[src/rtl/ins_wb_pkg.sv]
// Shared types and defaults for the write-back/commit stage.
package ins_wb_pkg;

  typedef enum logic [1:0] {
    S_IDLE   = 2'd0,
    S_MEM    = 2'd1,
    S_COMMIT = 2'd2
  } wb_state_e;

  localparam int BYTES_DEF  = 4;
  localparam int ADDR_W_DEF = 32;

  localparam logic [4:0] REG_ZERO = 5'd0;

endpackage

[src/rtl/ins_wb_mem_byte_ser.sv]
// Serialises one store word into little-endian byte writes on a req/ack bus.
module mem_byte_ser #(
  parameter int BYTES  = 4,
  parameter int ADDR_W = 32
) (
  input  logic                 sys_clk,
  input  logic                 sys_rst,
  input  logic                 start,
  input  logic [ADDR_W-1:0]    addr,
  input  logic [BYTES*8-1:0]   val,
  input  logic                 mem_ack,
  output logic                 busy,
  output logic                 last_ack,
  output logic [ADDR_W-1:0]    mem_addr,
  output logic [7:0]           mem_byte
);

  localparam int CNT_W = (BYTES > 1) ? $clog2(BYTES) : 1;
  localparam logic [CNT_W-1:0] CNT_LAST = CNT_W'(BYTES - 1);

  logic               busy_q, busy_d;
  logic [CNT_W-1:0]   byte_cnt_q, byte_cnt_d;
  logic [ADDR_W-1:0]  addr_q, addr_d;
  logic [BYTES*8-1:0] val_q, val_d;

  always_comb begin
    last_ack   = busy_q && mem_ack && (byte_cnt_q == CNT_LAST);
    busy_d     = busy_q;
    byte_cnt_d = byte_cnt_q;
    addr_d     = addr_q;
    val_d      = val_q;
    if (start) begin
      busy_d     = 1'b1;
      byte_cnt_d = '0;
      addr_d     = addr;
      val_d      = val;
    end else if (last_ack) begin
      busy_d     = 1'b0;
    end else if (busy_q && mem_ack) begin
      byte_cnt_d = byte_cnt_q + CNT_W'(1);
    end
  end

  // Control state: reset
  always_ff @(posedge sys_clk) begin
    if (sys_rst) begin
      busy_q     <= 1'b0;
      byte_cnt_q <= '0;
    end else begin
      busy_q     <= busy_d;
      byte_cnt_q <= byte_cnt_d;
    end
  end

  // Store word and base address: only meaningful while busy, so no reset
  always_ff @(posedge sys_clk) begin
    addr_q <= addr_d;
    val_q  <= val_d;
  end

  always_comb begin
    busy     = busy_q;
    mem_addr = busy_q ? (addr_q + ADDR_W'(byte_cnt_q)) : '0;
    mem_byte = busy_q ? val_q[8*byte_cnt_q +: 8] : 8'h00;
  end

endmodule

[src/rtl/ins_wb.sv]
// Write-back/commit stage: applies register, PC and store effects of one
// executed instruction, stalling execute while a store drains byte by byte.
module ins_wb
  import ins_wb_pkg::*;
#(
  parameter int BYTES  = BYTES_DEF,
  parameter int ADDR_W = ADDR_W_DEF
) (
  input  logic                sys_clk,
  input  logic                sys_rst,
  input  logic                in_valid,
  output logic                in_ready,
  input  logic                reg_w_op,
  input  logic [4:0]          reg_w_reg_idx,
  input  logic [31:0]         reg_w_reg_val,
  input  logic                mem_w_op,
  input  logic [ADDR_W-1:0]   mem_w_mem_addr,
  input  logic [BYTES*8-1:0]  mem_w_mem_val,
  input  logic                reg_pc_w_op,
  input  logic [31:0]         reg_pc_w_val,
  output logic                rf_we,
  output logic [4:0]          rf_idx,
  output logic [31:0]         rf_val,
  output logic                pc_we,
  output logic [31:0]         pc_val,
  output logic                mem_req,
  output logic [ADDR_W-1:0]   mem_addr,
  output logic [7:0]          mem_byte,
  input  logic                mem_ack,
  output logic                commit
);

  wb_state_e   state_q;
  logic        accept, ser_start, ser_busy, ser_last_ack, in_commit;

  logic        reg_op_q, reg_op_d;
  logic [4:0]  idx_q, idx_d;
  logic [31:0] rval_q, rval_d;
  logic        pc_op_q, pc_op_d;
  logic [31:0] pcv_q, pcv_d;

  always_comb begin
    accept    = (state_q == S_IDLE) && in_valid;
    ser_start = accept && mem_w_op;
    reg_op_d  = accept ? reg_w_op      : reg_op_q;
    idx_d     = accept ? reg_w_reg_idx : idx_q;
    rval_d    = accept ? reg_w_reg_val : rval_q;
    pc_op_d   = accept ? reg_pc_w_op   : pc_op_q;
    pcv_d     = accept ? reg_pc_w_val  : pcv_q;
  end

  // Latched request: consumed only in COMMIT, so left out of reset
  always_ff @(posedge sys_clk) begin
    reg_op_q <= reg_op_d;
    idx_q    <= idx_d;
    rval_q   <= rval_d;
    pc_op_q  <= pc_op_d;
    pcv_q    <= pcv_d;
  end

  always_ff @(posedge sys_clk) begin
    if (sys_rst) begin
      state_q <= S_IDLE;
    end else begin
      case (state_q)
        S_IDLE:   if (in_valid) state_q <= mem_w_op ? S_MEM : S_COMMIT;
        S_MEM:    if (ser_last_ack) state_q <= S_COMMIT;
        S_COMMIT: state_q <= S_IDLE;
        default:  state_q <= S_IDLE;
      endcase
    end
  end

  mem_byte_ser #(
    .BYTES  (BYTES),
    .ADDR_W (ADDR_W)
  ) u_ser (
    .sys_clk  (sys_clk),
    .sys_rst  (sys_rst),
    .start    (ser_start),
    .addr     (mem_w_mem_addr),
    .val      (mem_w_mem_val),
    .mem_ack  (mem_ack),
    .busy     (ser_busy),
    .last_ack (ser_last_ack),
    .mem_addr (mem_addr),
    .mem_byte (mem_byte)
  );

  // Data outputs are gated by state so they read zero whenever no strobe is up
  always_comb begin
    in_commit = (state_q == S_COMMIT);
    in_ready  = (state_q == S_IDLE);
    commit    = in_commit;
    mem_req   = ser_busy;
    rf_we     = in_commit && reg_op_q && (idx_q != REG_ZERO);
    rf_idx    = in_commit ? idx_q  : 5'd0;
    rf_val    = in_commit ? rval_q : 32'd0;
    pc_we     = in_commit && pc_op_q;
    pc_val    = in_commit ? pcv_q  : 32'd0;
  end

endmodule

[config.mk]
export PLATFORM = sky130hd
export DESIGN_NAME = ins_wb
export DESIGN_NICKNAME = d
export VERILOG_FILES = /design/src/rtl/ins_wb_pkg.sv /design/src/rtl/ins_wb_mem_byte_ser.sv /design/src/rtl/ins_wb.sv
export SDC_FILE = /design/constraint.sdc
export NUM_CORES = 1
export LEC_CHECK = 0
export CAP_MARGIN = 20
export CORE_UTILIZATION = 42
export CTS_CLUSTER_SIZE = 20
export DETAILED_ROUTE_END_ITERATION = 6
export MAX_ROUTING_LAYER = met4
export PLACE_DENSITY = 0.76
export SETUP_SLACK_MARGIN = 0.02
export SYNTH_ARGS = -nofsm -noshare
export SYNTH_HDL_FRONTEND = slang
export SYNTH_SLANG_ARGS = --single-unit
[constraint.sdc]
create_clock -name sys_clk -period 3.4 [get_ports sys_clk]
set_input_delay 0.85 -clock sys_clk [delete_from_list [all_inputs] [get_ports sys_clk]]
set_output_delay 0.85 -clock sys_clk [all_outputs]
set_load 0.005 [all_outputs]
# Yosys cells after proc, flatten, opt, wreduce, memory -nomap -nowiden

Cells that the tools add are included.
Widths: inputs -> output; s select.

Flip-flop bits (word level): 140
Output and inout port bits: 114

Add/sub/neg operators: 2
Equal/unequal tests: 5
Shift operators: 1
Multiplexer cells: 11
Bitwise gates (word level): 1
Reductions and logical operators: 13

Operators by type and width:

| kind                | number |
|---|---|
| $mux 32             | 3 |
| $add 32x2->32       | 1 |
| $shiftx 32x6->8     | 1 |
| $mux 8              | 1 |
| $logic_and 1x1->1   | 7 |
| $mux 2              | 3 |
| $mux 5              | 1 |
| $reduce_bool 5->1   | 1 |
| $eq 2x2->1 const B  | 2 |
| $ne 2x2->1 const B  | 2 |
| $pmux 2 s2          | 1 |
| $reduce_and 2->1    | 2 |
| $add 2x1->2 const B | 1 |
| $eq 2x1->1 const B  | 1 |
| $logic_not 2->1     | 1 |
| $mux 1              | 2 |
| $reduce_bool 2->1   | 1 |
| $reduce_or 2->1     | 1 |
| $not 1->1           | 1 |

# Depth between registers and ports, before layout

Gate-level depths: netlist of the first run.

Word-level depth: 4
Mapped depth: 8

# By module

Synthesis of the first run repeated with hierarchy kept, for this count alone.

Cells, all modules: 398
Area, all modules: 5,905.7 µm²

Modules (own cells, without submodules):

| module       | instances | cells an instance | area an instance (µm²) |
|---|---|---|---|
| mem_byte_ser | 1         | 235               | 3,164.3 |
| ins_wb       | 1         | 163               | 2,741.4 |

# Worst setup path after synthesis of the first run

OpenSTA, ideal clock, no wires.

Kind: flip-flop to output port
Start: register u_ser.byte_cnt_q[0]
End: output port mem_addr[26]
Arrival: 2.235 ns
Setup slack: 0.315 ns
Cell stages (with the launch flop): 8
Path buffers: 1
Cell sequence: dfxtp_1 -> ha_1 -> fa_1 -> nand4_4 -> or4_1 -> buf_2 -> or4_1 -> a21oi_1

Longest elaborated chain between the ends: 2

RTL lines:

| item                   | RTL line                  | text |
|---|---|---|
| from (decl)            | ins_wb_mem_byte_ser.sv:22 | `logic [CNT_W-1:0] byte_cnt_q, byte_cnt_d;` |
| from (signal assigned) | ins_wb_mem_byte_ser.sv:51 | `byte_cnt_q <= byte_cnt_d;` |
| $add 32x2->32          | ins_wb_mem_byte_ser.sv:63 | `mem_addr = busy_q ? (addr_q + ADDR_W'(byte_cnt_q)) : '0;` |
| $mux 32                | ins_wb_mem_byte_ser.sv:63 |  |
| to (decl)              | ins_wb.sv:27              | `output logic [ADDR_W-1:0] mem_addr,` |

No other way between the ends.

# Final worst setup path of the first run

Start: register u_ser.addr_q[0]
End: output port mem_addr[30]

Longest elaborated chain between the ends: 2

RTL lines:

| item                   | RTL line                  | text |
|---|---|---|
| from (decl)            | ins_wb_mem_byte_ser.sv:23 | `logic [ADDR_W-1:0] addr_q, addr_d;` |
| from (signal assigned) | ins_wb_mem_byte_ser.sv:57 | `addr_q <= addr_d;` |
| $add 32x2->32          | ins_wb_mem_byte_ser.sv:63 |  |
| $mux 32                | ins_wb_mem_byte_ser.sv:63 |  |

No other way between the ends.

==> summary.txt, run 1 <==
Clock network
  • CTS buffer count: 17
  • Root Buffer Master: sky130_fd_sc_hd__clkbuf_16
  • Sink Count: 140
  • Worst-Skew Late Latency: 420 ps
  • # hold bufs at CTS: 0
  • Buffer levels on the longest clock path: 2
  • Clock tree from TritonCTS: built
  • Clk pin slew, worst setup/hold paths: 60 ps
  • Number of levels in the clock H-tree: 4

Floorplanning
  • Number of placement rows: 42
  • Starting utilization of the core area: 43.7%
  • Placeable core region: 13500 um^2
  • Die extent in y: 120 um
  • Io pins: 254
  • Width of the die: 120 um
  • Overall die area: 14500 um^2

Outcome
  • Status: finished with violations
  • Failing checks: negative setup slack

Cells and area
  • Leading cell types in the layout, fill and taps excluded: 229 x sky130_fd_sc_hd__clkdlybuf4s50_1, 135 x sky130_fd_sc_hd__edfxtp_1, 80 x sky130_fd_sc_hd__and2_1
  • Final design instance area without fill: 9700 um^2
  • Commonest non-fill, non-tap cell in the layout: sky130_fd_sc_hd__clkdlybuf4s50_1
  • Total number of nets in the final design: 840
  • Synth-to-Final Area Change: 65.0%
  • Share of the core filled with cells in the final layout: 72.1%
  • Fraction of layout instances using a drive strength above 1: 17.1%
  • Antenna diode count: 0

Synth
  • Simple logic cell fraction of the synthesized area: 17.2%
  • Combined area of all synthesized cells: 5880 um^2
  • Number of synthesized flops with an enable pin: 135
  • Proportion of synthesized area in mux cells: 3.40%
  • Combinational family with the most area after synthesis: simple AND/OR/NAND/NOR gates
  • Adder-cell area share of the yosys netlist: 0.979%
  • Share of async-settable or async-resettable flops after synthesis: 0%
  • Synth Flop Type: sky130_fd_sc_hd__edfxtp_1
  • Total of warnings raised by yosys: 0
  • Sequential element share of the synthesized area: 70.7%
  • Post-synthesis share of cell area spent on xor and xnor gates: 1.79%
  • Average cell area after synthesis: 14.7 um^2
  • Share of the synthesized area in compound gates (AO/OA/AOI/OAI): 4.13%
  • Number of synthesized register bits: 140
  • Library cells used by synthesis: 37
  • Instance count of the mapped netlist: 401
  • Net count of the mapped netlist: 545

Global route
  • Antenna violations before repair: 0
  • Remaining global-route overflow: 0
  • Number of global-route vias before repair: 4773
  • Global-route track usage on met2: 40.1%
  • Busiest grt layer: met2
  • Total GRT Usage: 23.8%
  • Pin count of the biggest net entering global routing: 73
  • Met3 capacity usage during global routing: 9.01%
  • Met1 global-route usage: 25.1%
  • Wire length of the first global-routing pass: 24700 um

Power
  • P_leak: 3.52 nW
  • P_int: 3.43 mW
  • Proportion of power drawn by combinational gates: 9.9%
  • Clock network fraction of design power: 42.9%
  • Register share of total power: 47.2%
  • Overall power consumption: 4.33 mW
  • Worst ir drop on vdd: 0.388 mV
  • Net switching power of the design: 0.903 mW
  • Switching share of power: 20.8%
  • Power density relative to cell area: 447 nW/um^2

Worst setup path
  • Max incr delay on CP: 480 ps
  • Maximum fanout along the worst path: 4
  • Reg-to-reg critical path startpoint: state_q[0]
  • Endpoint of the worst-slack reg-to-reg timing path: rval_q[9]
  • Critical path start-end classification: reg -> out
  • Crit end category: output pin
  • Critical Path Source Type: register
  • Number of cells traversed by the worst register-to-register path: 3
  • Worst-path cell with the longest stage delay: sky130_fd_sc_hd__or4_4
  • Delay-heaviest family, CP: simple AND/OR/NAND/NOR gates
  • Ordered list of cells on the worst path: ha_2 -> fa_2 -> nand4_4 -> or4_4 -> buf_6 -> or4_1 -> a21oi_1 -> buf_2
  • CP arrival: 2670 ps
  • Flop2flop setup slack: 1790 ps
  • Total buffers and inverters traversed by the critical path: 2
  • WP data required: 2550 ps

Timing
  • Count of final setup violators: 3
  • Slew at the pin closest to its max-slew limit: 474 ps
  • Portion of the clock cycle consumed by the worst path in the final layout: 103%
  • Slew Viols, Final: 0
  • Setup repair after global routing missed its margin: true
  • Worst hold slack across all endpoints: 501 ps
  • Rel. slew slack: 68.4%
  • Highest attainable clock frequency: 0.284 GHz
  • Hold Violations, Final: 0
  • Final worst path period need: 3520 ps
  • Skew final: 5.96 ps
  • Total Negative Setup Slacks: -207 ps
  • Worst setup margin: -119 ps

Route
  • Total wirelength of the detailed-routed design: 16500 um
  • Number of nets still failing antenna checks after routing: 0
  • Vias per Instance: 5.09
  • Final routed wire length divided by cell count: 18.6 um
  • Total DRC errors in the routed layout: 0
  • Via count of the routed design: 4501
  • TritonRoute pass-1 iters: 4
  • Number of DRC markers after the initial detailed-route iteration: 288

Job
  • Max-cap violation count: 0

Place
  • GPL Wtd Cong: 0.867
  • Placed wire-length estimate after detailed placement: 11500 um
  • Port bufs: 253
  • Post-detailed-placement cell area: 8790 um^2

Min path
  • Capture endpoint of the worst hold path: state_q[1]
  • Worst hold stages: 1
  • Source of the worst hold timing path: state_q[1]
  • Hold crit path type: reg -> reg
==> state kept, by name, indices dropped and copies added (netlist names) <==
name	flops
rval_q	32
pcv_q	32
idx_q	5
u_ser.byte_cnt_q	2
state_q	2
u_ser.val_q	32
reg_op_q	1
u_ser.addr_q	32
pc_op_q	1
u_ser.busy	1
==> Yosys cell counts (7+ instances only) <==
master / count / area [um^2]
sky130_fd_sc_hd__a21oi_1: 22 / 110
sky130_fd_sc_hd__and2_1: 81 / 507
sky130_fd_sc_hd__clkbuf_1: 16 / 60.1
sky130_fd_sc_hd__edfxtp_1: 135 / 4050
sky130_fd_sc_hd__inv_1: 8 / 30.0
sky130_fd_sc_hd__mux4_2: 8 / 180
sky130_fd_sc_hd__nand2_1: 10 / 37.5
sky130_fd_sc_hd__nand3_1: 9 / 45.0
sky130_fd_sc_hd__nand4_1: 7 / 43.8
sky130_fd_sc_hd__nor2_1: 16 / 60.1
sky130_fd_sc_hd__o21ai_0: 7 / 35.0
sky130_fd_sc_hd__o31ai_1: 7 / 52.6
sky130_fd_sc_hd__or3_1: 10 / 62.6
sky130_fd_sc_hd__or4_1: 8 / 60.1
sky130_fd_sc_hd__xnor2_1: 10 / 87.6
==> logic make-up (layout without fill, tap and decap cells) <==
family                   after synthesis  in the layout
multiplexers                          10             10
adder cells (fa/ha/maj)                4              4
flip-flops                           140            140
AO/OA/AOI/OAI                         41             41
AND/OR/NAND/NOR                      167            167
buffers and inverters                 27            335
XOR/XNOR                              12             12
==> power groups by stage <==
stage	combinational (mW)	sequential, mW	clock [mW]
floorplan	0.118	2.08	0
finish	0.430	2.05	1.86
global route	0.460	2.06	1.96
global placement	0.414	2.07	0
detailed placement	0.425	2.08	0
CTS	0.427	2.04	1.90
==> worst max path at each step <==
stage / from / to / slack, ps / depth (start not counted)
floorplan: u_ser.byte_cnt_q[0] / mem_addr[26] / 320 / 7
global placement: u_ser.addr_q[0] / mem_addr[30] / -220 / 7
detailed placement: u_ser.byte_cnt_q[0] / mem_addr[24] / -340 / 8
CTS: u_ser.addr_q[0] / mem_addr[24] / -110 / 8
global route: u_ser.addr_q[0] / mem_addr[28] / -180 / 8
finish: u_ser.addr_q[0] / mem_addr[30] / -120 / 8
==> routing by layer <==
| layer | up-vias | part of all wire [%] |
|---|---|---|
| met5 | - | 0 |
| met4 | 0 | 3.0 |
| met2 | 244 | 52 |
| met1 | 2119 | 34 |
| li1 | 2101 | - |
| met3 | 37 | 11 |
==> worst reg2reg max path, cell delays in order (launching register included) <==
cell,delay [ps]
sky130_fd_sc_hd__dfxtp_1,360
sky130_fd_sc_hd__nor2_1,180
sky130_fd_sc_hd__and2_4,490
sky130_fd_sc_hd__buf_4,290
==> per-stage QoR <==
stage,worst slack [ps],std cells
2_1_floorplan,315,401
3_3_place_gp,-222,836
3_5_place_dp,-344,836
4_1_cts,-106,879
5_1_grt,-182,885
6_report,-119,885
==> cell type report <==
cell class                      count  area, um^2
Sequential cell                   140        4160
Clock inverter                     14         168
Tap cell                          176         220
Inverter                            8        30.0
Fill cell                         889        3750
Timing Repair Buffer              295        2880
Multi-Input combinational cell    234        1820
Clock buffer                       18         429
==> repair_timing <==
item	in CTS	in global routing
gates resized for setup	60	35
gates cloned	0	0
buffers inserted	11	6
pin swaps	20	16
endpoints found under the hold margin	0	0
setup endpoints to repair	25	23
Power figures use the tool's default switching activity.
==> run 2: changes to the inputs <==
--- a/config.mk
+++ b/config.mk
@@ -11,6 +11,7 @@
 export DETAILED_ROUTE_END_ITERATION = 6
 export MAX_ROUTING_LAYER = met4
 export PLACE_DENSITY = 0.76
+export REMOVE_ABC_BUFFERS = 1
 export SETUP_SLACK_MARGIN = 0.02
 export SYNTH_ARGS = -nofsm -noshare
 export SYNTH_HDL_FRONTEND = slang
==> run 2 against run 1 <==
Against the previous run:
- the flow still finishes with violations (negative setup slack)
- worst setup slack improved by 13 ps
- register-to-register slack worse by 60 ps
- cell area is 2.6% lower
- count of clock-buffer cells in the layout increased by 3
- wire length shrank 3.3%
- die area stayed put
- maximum frequency up 0.38%
- clock power decreased by 9.7%
- critical path depth shrank 1
- highest routed layer unchanged
==> summary.txt, run 2 (same netlist as run 1, synthesis figures left out) <==
Outcome
  • Status: finished with violations (unchanged)
  • Failing checks: negative setup slack (unchanged)

Job
  • Max-cap violation count: 0 (unchanged)

Worst setup path
  • Delay-heaviest family, CP: simple AND/OR/NAND/NOR gates (unchanged)
  • Ordered list of cells on the worst path: ha_4 -> fa_2 -> nand4_4 -> or4_4 -> or4_1 -> a21oi_1 -> buf_2 (was ha_2 -> fa_2 -> nand4_4 -> or4_4 -> buf_6 -> or4_1 -> a21oi_1 -> buf_2)
  • Critical path start-end classification: reg -> out (unchanged)
  • Crit end category: output pin (unchanged)
  • Critical Path Start: u_ser.addr_q[0] (unchanged)
  • Maximum fanout along the worst path: 5 (was 4)
  • CP arrival: 2660 ps (was 2670 ps)
  • Worst-path cell with the longest stage delay: sky130_fd_sc_hd__or4_4 (unchanged)
  • Max incr delay on CP: 580 ps (was 480 ps)
  • Total buffers and inverters traversed by the critical path: 1 (was 2)
  • Critical Path Source Type: register (unchanged)
  • Reg-to-reg critical path startpoint: state_q[0] (unchanged)
  • WP data required: 2550 ps (about the same)

Timing
  • Hold Violations, Final: 0 (unchanged)
  • Worst hold slack across all endpoints: 485 ps (was 501 ps)
  • Slew Viols, Final: 0 (unchanged)
  • Count of final setup violators: 7 (was 3)
  • Portion of the clock cycle consumed by the worst path in the final layout: 103% (about the same)
  • Worst setup margin: -105 ps (was -119 ps)
  • Slew at the pin closest to its max-slew limit: 1050 ps (was 474 ps)
  • Skew final: 10.1 ps (was 5.96 ps)
  • Highest attainable clock frequency: 0.285 GHz (was 0.284 GHz)
  • Rel. slew slack: 30.1% (was 68.4%)
  • Final worst path period need: 3510 ps (was 3520 ps)
  • Setup repair after global routing missed its margin: true (unchanged)

Cells and area
  • Synth-to-Final Area Change: 60.8% (was 65.0%)
  • Final design instance area without fill: 9450 um^2 (was 9700 um^2)
  • Fraction of layout instances using a drive strength above 1: 15.3% (was 17.1%)
  • Number of non-filler instances in the completed layout: 870 (was 885)
  • Antenna diode count: 0 (unchanged)
  • Leading cell types in the layout, fill and taps excluded: 227 x sky130_fd_sc_hd__clkdlybuf4s50_1, 135 x sky130_fd_sc_hd__edfxtp_1, 80 x sky130_fd_sc_hd__and2_1 (was 229 x sky130_fd_sc_hd__clkdlybuf4s50_1, 135 x sky130_fd_sc_hd__edfxtp_1, 80 x sky130_fd_sc_hd__and2_1)
  • Total number of nets in the final design: 826 (was 840)
  • Share of the core filled with cells in the final layout: 70.3% (was 72.1%)
  • Commonest non-fill, non-tap cell in the layout: sky130_fd_sc_hd__clkdlybuf4s50_1 (unchanged)

Clock network
  • Buffer levels on the longest clock path: 2 (unchanged)
  • Number of levels in the clock H-tree: 4 (unchanged)
  • Clk pin slew, worst setup/hold paths: 50 ps (was 60 ps)
  • Clock tree from TritonCTS: built (unchanged)
  • Root Buffer Master: sky130_fd_sc_hd__clkbuf_16 (unchanged)
  • Worst-Skew Late Latency: 410 ps (was 420 ps)
  • CTS buffer count: 17 (unchanged)
  • Sink Count: 140 (unchanged)
  • # hold bufs at CTS: 0 (unchanged)

Route
  • Number of DRC markers after the initial detailed-route iteration: 314 (was 288)
  • Via count of the routed design: 4465 (was 4501)
  • Total DRC errors in the routed layout: 0 (unchanged)
  • Final routed wire length divided by cell count: 18.3 um (was 18.6 um)
  • TritonRoute pass-1 iters: 5 (was 4)
  • Total wirelength of the detailed-routed design: 15900 um (was 16500 um)
  • Number of nets still failing antenna checks after routing: 0 (unchanged)
  • Vias per Instance: 5.13 (was 5.09)

Global route
  • Remaining global-route overflow: 0 (unchanged)
  • Wire length of the first global-routing pass: 23800 um (was 24700 um)
  • Pin count of the biggest net entering global routing: 73 (unchanged)
  • Total GRT Usage: 22.8% (was 23.8%)
  • Antenna violations before repair: 0 (unchanged)
  • Number of global-route vias before repair: 4598 (was 4773)

Place
  • Placed wire-length estimate after detailed placement: 11200 um (was 11500 um)
  • Cell count after placement: 832 (was 836)
  • Post-detailed-placement cell area: 8730 um^2 (was 8790 um^2)
  • Worst setup slack after placement: -358 ps (was -344 ps)
  • Port bufs: 253 (unchanged)
  • GPL Wtd Cong: 0.885 (was 0.867)

Floorplanning
  • Die extent in y: 120 um (unchanged)
  • Overall die area: 14500 um^2 (unchanged)
  • Number of placement rows: 42 (unchanged)
  • Starting utilization of the core area: 43.7% (unchanged)
  • Io pins: 254 (unchanged)
  • Width of the die: 120 um (unchanged)
  • Placeable core region: 13500 um^2 (unchanged)

Min path
  • Hold crit path type: reg -> reg (unchanged)
  • Source of the worst hold timing path: state_q[1] (unchanged)

Power
  • Power density relative to cell area: 438 nW/um^2 (was 447 nW/um^2)
  • P_leak: 3.40 nW (was 3.52 nW)
  • Worst ir drop on vdd: 0.371 mV (was 0.388 mV)
[run 2: changes by cell type in the layout (fill, tap and decap cells not counted), moves of 3 or more]
| cell | change |
|---|---|
| sky130_fd_sc_hd__or3_4 | +3 |
| sky130_fd_sc_hd__buf_6 | -4 |
| sky130_fd_sc_hd__dlygate4sd2_1 | +7 |
| sky130_fd_sc_hd__o31ai_4 | -3 |
| sky130_fd_sc_hd__buf_4 | -9 |
| sky130_fd_sc_hd__clkbuf_1 | +3 |
| sky130_fd_sc_hd__or3_1 | -3 |
| sky130_fd_sc_hd__clkdlybuf4s15_1 | -5 |
| sky130_fd_sc_hd__clkinvlp_4 | +3 |
[run 2: layout make-up]
| class | count | area (um^2) |
|---|---|---|
| tap | 176 | 220 |
| clock inverter | 10 | 95.1 |
| multi-input combinational | 235 | 1800 |
| inverter | 8 | 30.0 |
| sequential | 140 | 4160 |
| clock buffer | 21 | 440 |
| fill | 915 | 4000 |
| timing repair buffer | 280 | 2710 |
[run 2: layer usage]
layer	global-route usage [%]	up-vias	wire, um
met5	-	-	0
met4	7.56	0	167
met3	8.54	16	1560
met2	38.8	236	8420
met1	24.5	2147	5790
li1	-	2066	-
[run 2: repair_timing]
action	4_1_cts	5_1_grt
gates cloned	1	0
endpoints found under the setup margin	26	21
buffers inserted	3	3
pin swaps	8	13
endpoints found under the hold margin	0	0
resized for setup	56	31
[run 2: worst paths after layout]
path,slack (ps),cells after the start,to
max,-110,7,mem_addr[30]
min,490,1,state_q[0]
max reg2reg,1730,3,rval_q[22]
min reg2reg,490,1,state_q[0]
[run 2: per-stage QoR]
stage,setup TNS (ps),power (mW)
2_1_floorplan,-622,2.19
6_report,-520,4.14
3_3_place_gp,-1710,2.48
4_1_cts,-631,4.18
5_1_grt,-1370,4.27
3_5_place_dp,-2460,2.49
[run 2: report_power, final]
| part | switching, mW | internal (mW) |
|---|---|---|
| clock | 0.675 | 1.00 |
| sequential | 0.0386 | 2.01 |
| combinational | 0.155 | 0.259 |
| total | 0.868 | 3.27 |
